`config.mk`:
```
export PLATFORM = sky130hd
export DESIGN_NAME = hazard_ctrl
export DESIGN_NICKNAME = d
export VERILOG_FILES = /design/src/rtl/cpu_pipe_pkg.sv /design/src/rtl/hazard_scoreboard.sv /design/src/rtl/hazard_ctrl.sv
export SDC_FILE = /design/constraint.sdc
export NUM_CORES = 1
export LEC_CHECK = 0
export BUFFER_PORTS_ARGS = -buffer_cell sky130_fd_sc_hd__buf_2
export CAP_MARGIN = 20
export CORE_MARGIN = 1
export CORE_UTILIZATION = 25
export CTS_CLUSTER_SIZE = 25
export DETAILED_ROUTE_END_ITERATION = 10
export HOLD_SLACK_MARGIN = 0.02
export PLACE_DENSITY = 0.54
export SLEW_MARGIN = 20
export SYNTH_ARGS = -nofsm -noshare
export SYNTH_HDL_FRONTEND = slang
export SYNTH_SLANG_ARGS = --single-unit
```
`constraint.sdc`:
```
create_clock -name clk -period 4.7 [get_ports clk]
set_input_delay 0.705 -clock clk [delete_from_list [all_inputs] [get_ports clk]]
set_output_delay 0.705 -clock clk [all_outputs]
set_load 0.01 [all_outputs]
```
`src/rtl/cpu_pipe_pkg.sv`:
```
// Shared pipeline types: register width, hazard FSM states, scoreboard entry.
package cpu_pipe_pkg;

    localparam int REG_W = 5;

    localparam logic [REG_W-1:0] ZERO_REG = '0;

    typedef enum logic {
        RUN   = 1'b0,
        FLUSH = 1'b1
    } hz_state_t;

    typedef struct packed {
        logic             v;
        logic [REG_W-1:0] rd;
    } sb_entry_t;

endpackage

```
`src/rtl/hazard_scoreboard.sv`:
```
// In-flight destination shift register (entry 0 = youngest) with RAW comparators.
module hazard_scoreboard
    import cpu_pipe_pkg::*;
#(
    parameter int PIPE_DEPTH = 3
) (
    input  logic             clk,
    input  logic             rst,
    input  logic             push_v,
    input  logic [REG_W-1:0] push_rd,
    input  logic [REG_W-1:0] rs1,
    input  logic             rs1_used,
    input  logic [REG_W-1:0] rs2,
    input  logic             rs2_used,
    output logic             raw_match
);

    sb_entry_t sb [PIPE_DEPTH];

    always_ff @(posedge clk) begin
        if (rst) begin
            for (int k = 0; k < PIPE_DEPTH; k++) sb[k] <= '0;
        end else begin
            sb[0] <= '{v: push_v, rd: push_rd};
            for (int k = 1; k < PIPE_DEPTH; k++) sb[k] <= sb[k-1];
        end
    end

    // r0 is hard-wired, so a read of it can never depend on an older write
    always_comb begin
        raw_match = 1'b0;
        for (int k = 0; k < PIPE_DEPTH; k++) begin
            if (sb[k].v &&
                ((rs1_used && rs1 != ZERO_REG && sb[k].rd == rs1) ||
                 (rs2_used && rs2 != ZERO_REG && sb[k].rd == rs2)))
                raw_match = 1'b1;
        end
    end

endmodule

```
`src/rtl/hazard_ctrl.sv`:
```
// ID/EX hazard controller: RAW stall via scoreboard, multi-cycle redirect flush FSM.
// Define HAZARD_STATS_EN to add saturating stall_cnt / flush_cnt outputs.
module hazard_ctrl
    import cpu_pipe_pkg::*;
#(
    parameter int PIPE_DEPTH   = 3,
    parameter int FLUSH_CYCLES = 2
) (
    input  logic             clk,
    input  logic             rst,
    input  logic             id_valid,
    input  logic [REG_W-1:0] id_rs1,
    input  logic             id_rs1_used,
    input  logic [REG_W-1:0] id_rs2,
    input  logic             id_rs2_used,
    input  logic [REG_W-1:0] id_rd,
    input  logic             id_regwrite,
    input  logic             ex_redirect,
    output logic             data_hazard,
    output logic             PC_hazard,
    output logic             pc_stall,
    output logic             ifid_flush
`ifdef HAZARD_STATS_EN
    ,
    output logic [15:0]      stall_cnt,
    output logic [15:0]      flush_cnt
`endif
);

    hz_state_t  state, state_next;
    logic [2:0] cnt, cnt_next;
    logic       raw_match;
    logic       issue;
    logic       push_v;

    assign issue  = id_valid & ~data_hazard & ~PC_hazard;
    assign push_v = issue & id_regwrite & (id_rd != ZERO_REG);

    hazard_scoreboard #(.PIPE_DEPTH(PIPE_DEPTH)) u_sb (
        .clk       (clk),
        .rst       (rst),
        .push_v    (push_v),
        .push_rd   (id_rd),
        .rs1       (id_rs1),
        .rs1_used  (id_rs1_used),
        .rs2       (id_rs2),
        .rs2_used  (id_rs2_used),
        .raw_match (raw_match)
    );

    always_ff @(posedge clk) begin
        if (rst) begin
            state <= RUN;
            cnt   <= '0;
        end else begin
            state <= state_next;
            cnt   <= cnt_next;
        end
    end

    // The redirect cycle itself is the first flush cycle, so FLUSH covers the remaining ones
    always_comb begin
        state_next = state;
        cnt_next   = cnt;
        case (state)
            RUN: begin
                if (ex_redirect && FLUSH_CYCLES > 1) begin
                    state_next = FLUSH;
                    cnt_next   = 3'(FLUSH_CYCLES - 2);
                end
            end
            FLUSH: begin
                if (cnt == '0) state_next = RUN;
                else           cnt_next   = cnt - 3'd1;
            end
            default: state_next = RUN;
        endcase
    end

    always_comb begin
        PC_hazard   = (state == FLUSH) | ex_redirect;
        data_hazard = id_valid & ~PC_hazard & raw_match;
        pc_stall    = data_hazard;
        ifid_flush  = PC_hazard;
    end

`ifdef HAZARD_STATS_EN
    always_ff @(posedge clk) begin
        if (rst) begin
            stall_cnt <= '0;
            flush_cnt <= '0;
        end else begin
            if (data_hazard && stall_cnt != 16'hFFFF)
                stall_cnt <= stall_cnt + 16'd1;
            if (state == RUN && ex_redirect && flush_cnt != 16'hFFFF)
                flush_cnt <= flush_cnt + 16'd1;
        end
    end
`endif

endmodule
```
==> qor.yml, run 1 <==
layout_min_cycle_time_ns: 2.728
avgSynthCellArea_um2: 9.250
pin_count: 26
finalHoldViolations: 0
wl_mm: 2.162
first_iter_violations: 19
ys_seq_area_frac: 0.4069
cts_tree: "yes"
muxShareOfSynthArea: 0
cp.arrival_ns: 2.02
grt_max_degree: 23
ff2ff_path_depth: 5
whs_path_depth: 1
die_area_um2: 4596
drive_above_1_share: 0.2128
endpoint_kind: "output port"
antenna_cells: 0
final_common_cell: "buf_2"
synth_nets: 141
worstPathCellList: "buf_2 -> xor2_1 -> nor4_2 -> nand3_1 -> a31o_1 -> a21oi_1 -> buf_2"
areaGrowthSynthToFinish_pct: 19.08
synth_compound_area_frac: 0.04393
final_core_util: 0.3154
rrSetupSlack_ns: 3.26
fin_tns_setup_ns: 0
yosysWarnings: 0
fin_crit_sh: 0.5803
syn-cell-area_um2: 1082
worstPathMaxFanout: 4
tightest_slew_ns: 0.3901
clock_sinks: 22
status: "finished clean"
crit_path_frequent_cell: "buf_2"
slew_violations: 0
layout_common_cells: "buf_2, xor2_1, dfxtp_1, nor2b_1, nor2_1"
pre_cts_ws_ns: 1.976
synth_fa_ha_area_frac: 0.02312
worst_slack_ns: 1.972
hp-start: "u_sb.sb[0][5]"
worstHoldEndpoint: "u_sb.sb[0][11]"
maxSlewHeadroom: 0.7400
clock_latency_ns: 0.25
synth_top_family_by_area: "simple AND/OR/NAND/NOR gates"
die_y_um: 67.80
hold_path_class: "flip-flop to flip-flop"
ant_nets: 0
place_congestion: 0.8629
crit_slowest_cell: "nor4_2"
reg2reg_from: "u_sb.sb[0][2]"
cts-htree-levels: 1
grt_pass1_wl_mm: 3.698
r2r_end: "u_sb.sb[0][5]"
ir_drop_v: 0.0001766
cap_violations: 0
core_um2: 4086
ys_ff_latch: 22
start_util: 0.2648
use_met1: 0.1522
antenna_found_initial: 0
fp-row-count: 23
grt_pass1_vias: 818
dr.pass1.iters: 3
grt_use_total: 0.1099
num_vias: 826
setup_violations: 0
layout.nets: 167
p_per_area_nw_per_um2: 278.4
cts_setup_buffers: 0
max_stage_delay_ns: 0.30
dp_hpwl_mm: 1.760
place.port_buffers: 25
drc: 0
grt_overflow: 0
synth_simple_gate_area_frac: 0.2486
cts-root-buf: "clkbuf_8"
p_leak_nw: 0.5500
clkTransAtPathRegs_ns: 0.07
grt_util_met2: 0.1609
critPathRequiredTime_ns: 3.99
fmax_mhz: 366.6
cts_made_buffers: 3
grtUsageMet3: 0.02534
synth_xor_area_frac: 0.2428
skew_ns: 0.001270
wl_per_cell_um: 11.32
postCtsHoldBufs: 0
criticalPathCategory: "primary input to output port"
vias_per_cell: 4.325
chipWidth_um: 67.80
startpoint_type: "primary input"
synth.distinct_cells: 21
synthCells: 117
cts_resized: 0
clockBufferDepth: 2
rsz0062_at_grt: "false"
busiest_layer: "met2"
[worst max-delay path by stage]
stage / start / end / slack, ns / depth (start not counted)
floorplan: id_rs1[4] / pc_stall / 2.13 / 6
global placement: id_rs1[1] / data_hazard / 1.98 / 7
detailed placement: id_rs1[1] / data_hazard / 1.98 / 7
CTS: id_rs1[4] / data_hazard / 1.96 / 7
global route: id_rs1[4] / pc_stall / 1.81 / 7
finish: id_rs1[4] / data_hazard / 1.97 / 7
[critical path: cells and delay by family]
family | cells | cell delay [ns]
buffers and inverters | 2 | 0.29
AO/OA/AOI/OAI | 2 | 0.44
XOR/XNOR | 1 | 0.17
AND/OR/NAND/NOR | 2 | 0.42
[cell type report]
type                       count  area [um2]
fill                         455        2798
clock buffer                   3       41.29
tap                           50       62.56
multi-input combinational     87       604.3
sequential                    22       440.4
inverter                       4       15.01
timing repair buffer          25       125.1
[layer usage]
metal | routed length (um) | up-vias
li1 | - | 432
met1 | 1130 | 372
met2 | 889 | 20
met3 | 118 | 2
met4 | 24 | 0
met5 | 0 | -
[stage by stage]
stage	std cells	hold slack, ns	power [mW]	area [um2]
floorplan	117	0.4544	0.2300	1082
global placement	188	0.4671	0.2502	1247
detailed placement	188	0.4787	0.2507	1247
CTS	191	0.4926	0.3651	1289
global route	191	0.5181	0.3794	1289
finish	191	0.4906	0.3588	1289
[cell usage after synthesis (all sizes together)]
cell	number	area, um2
buf	2	15.01
nor4b	1	8.760
xor2	24	210.2
o21ai	2	10.01
ha	2	25.02
inv	4	15.01
a21oi	4	20.02
dfxtp	22	440.4
a31o	2	17.52
and3	1	6.260
nand2b	1	6.260
xnor2	6	52.55
or4	3	22.52
nor2b	17	106.4
nand3	6	30.03
clkbuf	2	7.510
nor4	6	43.79
nand2	3	11.26
nor2	9	33.78
[report_power, final]
group | switching [mW] | leakage (nW) | total [mW] | internal (mW)
clock | 0.0562 | 0.0216 | 0.113 | 0.0570
combinational | 0.0242 | 0.348 | 0.0470 | 0.0228
sequential | 0.00599 | 0.180 | 0.199 | 0.193
[state kept, by name, indices dropped and copies added (netlist names)]
register / flops
u_sb.sb: 18
cnt: 3
state: 1
[kinds of logic after synthesis]
family / count (synthesis)
flops: 22
simple gates: 47
fa+ha+maj: 2
xor+xnor: 30
buf+inv: 8
compound gates: 8
(Power assumes the default switching activity.)
==> inputs of run 2 (changes only) <==
--- a/config.mk
+++ b/config.mk
@@ -12,7 +12,7 @@
 export CTS_CLUSTER_SIZE = 25
 export DETAILED_ROUTE_END_ITERATION = 10
 export HOLD_SLACK_MARGIN = 0.02
-export PLACE_DENSITY = 0.54
+export PLACE_DENSITY = 0.56
 export SLEW_MARGIN = 20
 export SYNTH_ARGS = -nofsm -noshare
 export SYNTH_HDL_FRONTEND = slang
==> constraint.sdc (replaced) <==
create_clock -name clk -period 2.47 [get_ports clk]
set_input_delay 0.3705 -clock clk [delete_from_list [all_inputs] [get_ports clk]]
set_output_delay 0.3705 -clock clk [all_outputs]
set_load 0.01 [all_outputs]
==> run 2 against run 1 <==
  * Die area stayed put
  * Via count is 1.9% higher
  * Worst setup slack worse by 1.7 ns
  * Critical path depth is 1 lower
  * Total power is 90% higher
  * Sequential share of layout area stayed put
  * First-iteration DRC count is 79% higher
  * Wire length is 5.6% higher
  * Sequential power is 90% higher
  * Worst hold slack worse by 0.16 ns
  * Global-route usage is 0.63 points higher
  * Non-clock buffer count stayed put
==> qor.yml, run 2 (synthesized netlist as in run 1, its figures left out) <==
status: "finished clean"  # unchanged
antenna_cells: 0  # unchanged
tightest_slew_ns: 0.3695  # was 0.3901 ns
whs_path_depth: 2  # was 1
p_leak_nw: 0.5500  # unchanged
grt_pass1_wl_mm: 3.884  # was 3.698 mm
drive_above_1_share: 0.2128  # unchanged
endpoint_kind: "output port"  # unchanged
clock_sinks: 22  # unchanged
place_congestion: 0.8253  # was 0.8629
final_core_util: 0.3154  # unchanged
p_per_area_nw_per_um2: 528.1  # was 278.4 nW/um2
rsz0062_at_grt: "false"  # unchanged
final_common_cell: "buf_2"  # unchanged
crit_slowest_cell: "dfxtp_1"  # was nor4_2
ir_drop_v: 0.0001793  # was 0.0001766 V
path_buf_inv: 1  # was 2
die_area_um2: 4596  # unchanged
cap_violations: 0  # unchanged
finalHoldViolations: 0  # unchanged
setup_violations: 0  # unchanged
grt_overflow: 0  # unchanged
layout.nets: 167  # unchanged
ant_nets: 0  # unchanged
criticalPathCategory: "flip-flop to output port"  # was primary input to output port
ff2ff_path_depth: 5  # unchanged
postCtsHoldBufs: 0  # unchanged
cts_made_buffers: 3  # unchanged
antenna_found_initial: 0  # unchanged
hold_path_class: "primary input to flip-flop"  # was flip-flop to flip-flop
dr.pass1.iters: 4  # was 3
cts-root-buf: "clkbuf_8"  # unchanged
startpoint_type: "flip-flop"  # was primary input
first_iter_violations: 34  # was 19
start_util: 0.2648  # unchanged
crit_family: "simple AND/OR/NAND/NOR gates"  # was compound AO/OA/AOI/OAI gates
cts_tree: "yes"  # unchanged
fp-row-count: 23  # unchanged
timing.hold.ws_ns: 0.3344  # was 0.4906 ns
fin_crit_sh: 0.8767
die_y_um: 67.80  # unchanged
fin_tns_setup_ns: 0  # unchanged
regMostFlops: "u_sb.sb"  # unchanged
cts_setup_buffers: 0  # unchanged
num_vias: 842  # was 826
place.port_buffers: 25  # unchanged
wl_mm: 2.283  # was 2.162 mm
clkTransAtPathRegs_ns: 0.07  # about the same
cts-htree-levels: 1  # unchanged
layout_common_cells: "buf_2, xor2_1, dfxtp_1, nor2b_1, nor2_1"  # unchanged
clockBufferDepth: 2  # unchanged
reg_top3: "u_sb.sb (18), cnt (3), state (1)"  # unchanged
grt_pass1_vias: 851  # was 818
drc: 0  # unchanged
largest_reg_flops: 18  # unchanged
worstPathCellList: "xor2_1 -> nor4_1 -> nand3_1 -> a31o_1 -> a21oi_1 -> buf_2"  # was buf_2 -> xor2_1 -> nor4_2 -> nand3_1 -> a31o_1 -> a21oi_1 -> buf_2
slew_violations: 0  # unchanged
core_um2: 4086  # unchanged
cp.arrival_ns: 1.79  # was 2.02 ns
layout_min_cycle_time_ns: 2.165
max_stage_delay_ns: 0.34  # was 0.30 ns
vias_per_cell: 4.408  # was 4.325
clock_latency_ns: 0.25  # about the same
chipWidth_um: 67.80  # unchanged
grt_use_total: 0.1162  # was 0.1099
areaGrowthSynthToFinish_pct: 19.08  # unchanged
grt_max_degree: 23  # unchanged
maxSlewHeadroom: 0.7537  # was 0.7400
wl_per_cell_um: 11.95  # was 11.32 um
cts_resized: 0  # unchanged
fmax_mhz: 461.8
pin_count: 26  # unchanged
skew_ns: 0.001875  # was 0.001270 ns
crit_cells: 6  # was 7
critPathRequiredTime_ns: 2.10  # was 3.99 ns
worstPathMaxFanout: 3  # was 4
-- run 2: cell counts in the layout (fill, tap and decap cells not counted) --
No cell type changed its count.
-- run 2: worst paths after layout --
kind | end | slack (ns) | from
setup / recovery | data_hazard | 0.30 | u_sb.sb[0][9]
hold reg to reg | u_sb.sb[0][11] | 0.49 | u_sb.sb[0][5]
hold / removal | u_sb.sb[0][0] | 0.33 | id_rd[0]
setup reg to reg | u_sb.sb[0][5] | 1.01 | u_sb.sb[0][9]
-- run 2: per-stage QoR --
stage                     std cells  setup slack, ns  power, mW  instance area, um2
after CTS                       191           0.2937     0.6921                1289
after global routing            191           0.1244     0.7221                1289
final                           191           0.3046     0.6806                1289
after detailed placement        188           0.3858     0.4780                1247
after floorplan                 117           0.5689     0.4376                1082
after global placement          188           0.4182     0.4758                1247
-- run 2: layout make-up --
class,instances,area [um2]
clock buffers,3,41.29
repair buffers,25,125.1
multi-input cells,87,604.3
inverters,4,15.01
fillers,444,2798
flip-flops and latches,22,440.4
well taps,50,62.56
-- run 2: metal layers --
layer | wire length [um] | vias to the layer above | GRT usage
met5 | 0 | - | 0
met4 | 28 | 0 | 0.04688
met3 | 145 | 4 | 0.02027
met2 | 929 | 27 | 0.1696
met1 | 1179 | 380 | 0.1667
li1 | - | 431 | -
-- run 2: where the power goes --
group	switching [mW]	total, mW	internal [mW]
combinational	0.0477	0.0911	0.0435
sequential	0.0114	0.378	0.367
clock	0.103	0.211	0.108
total	0.162	0.681	0.519
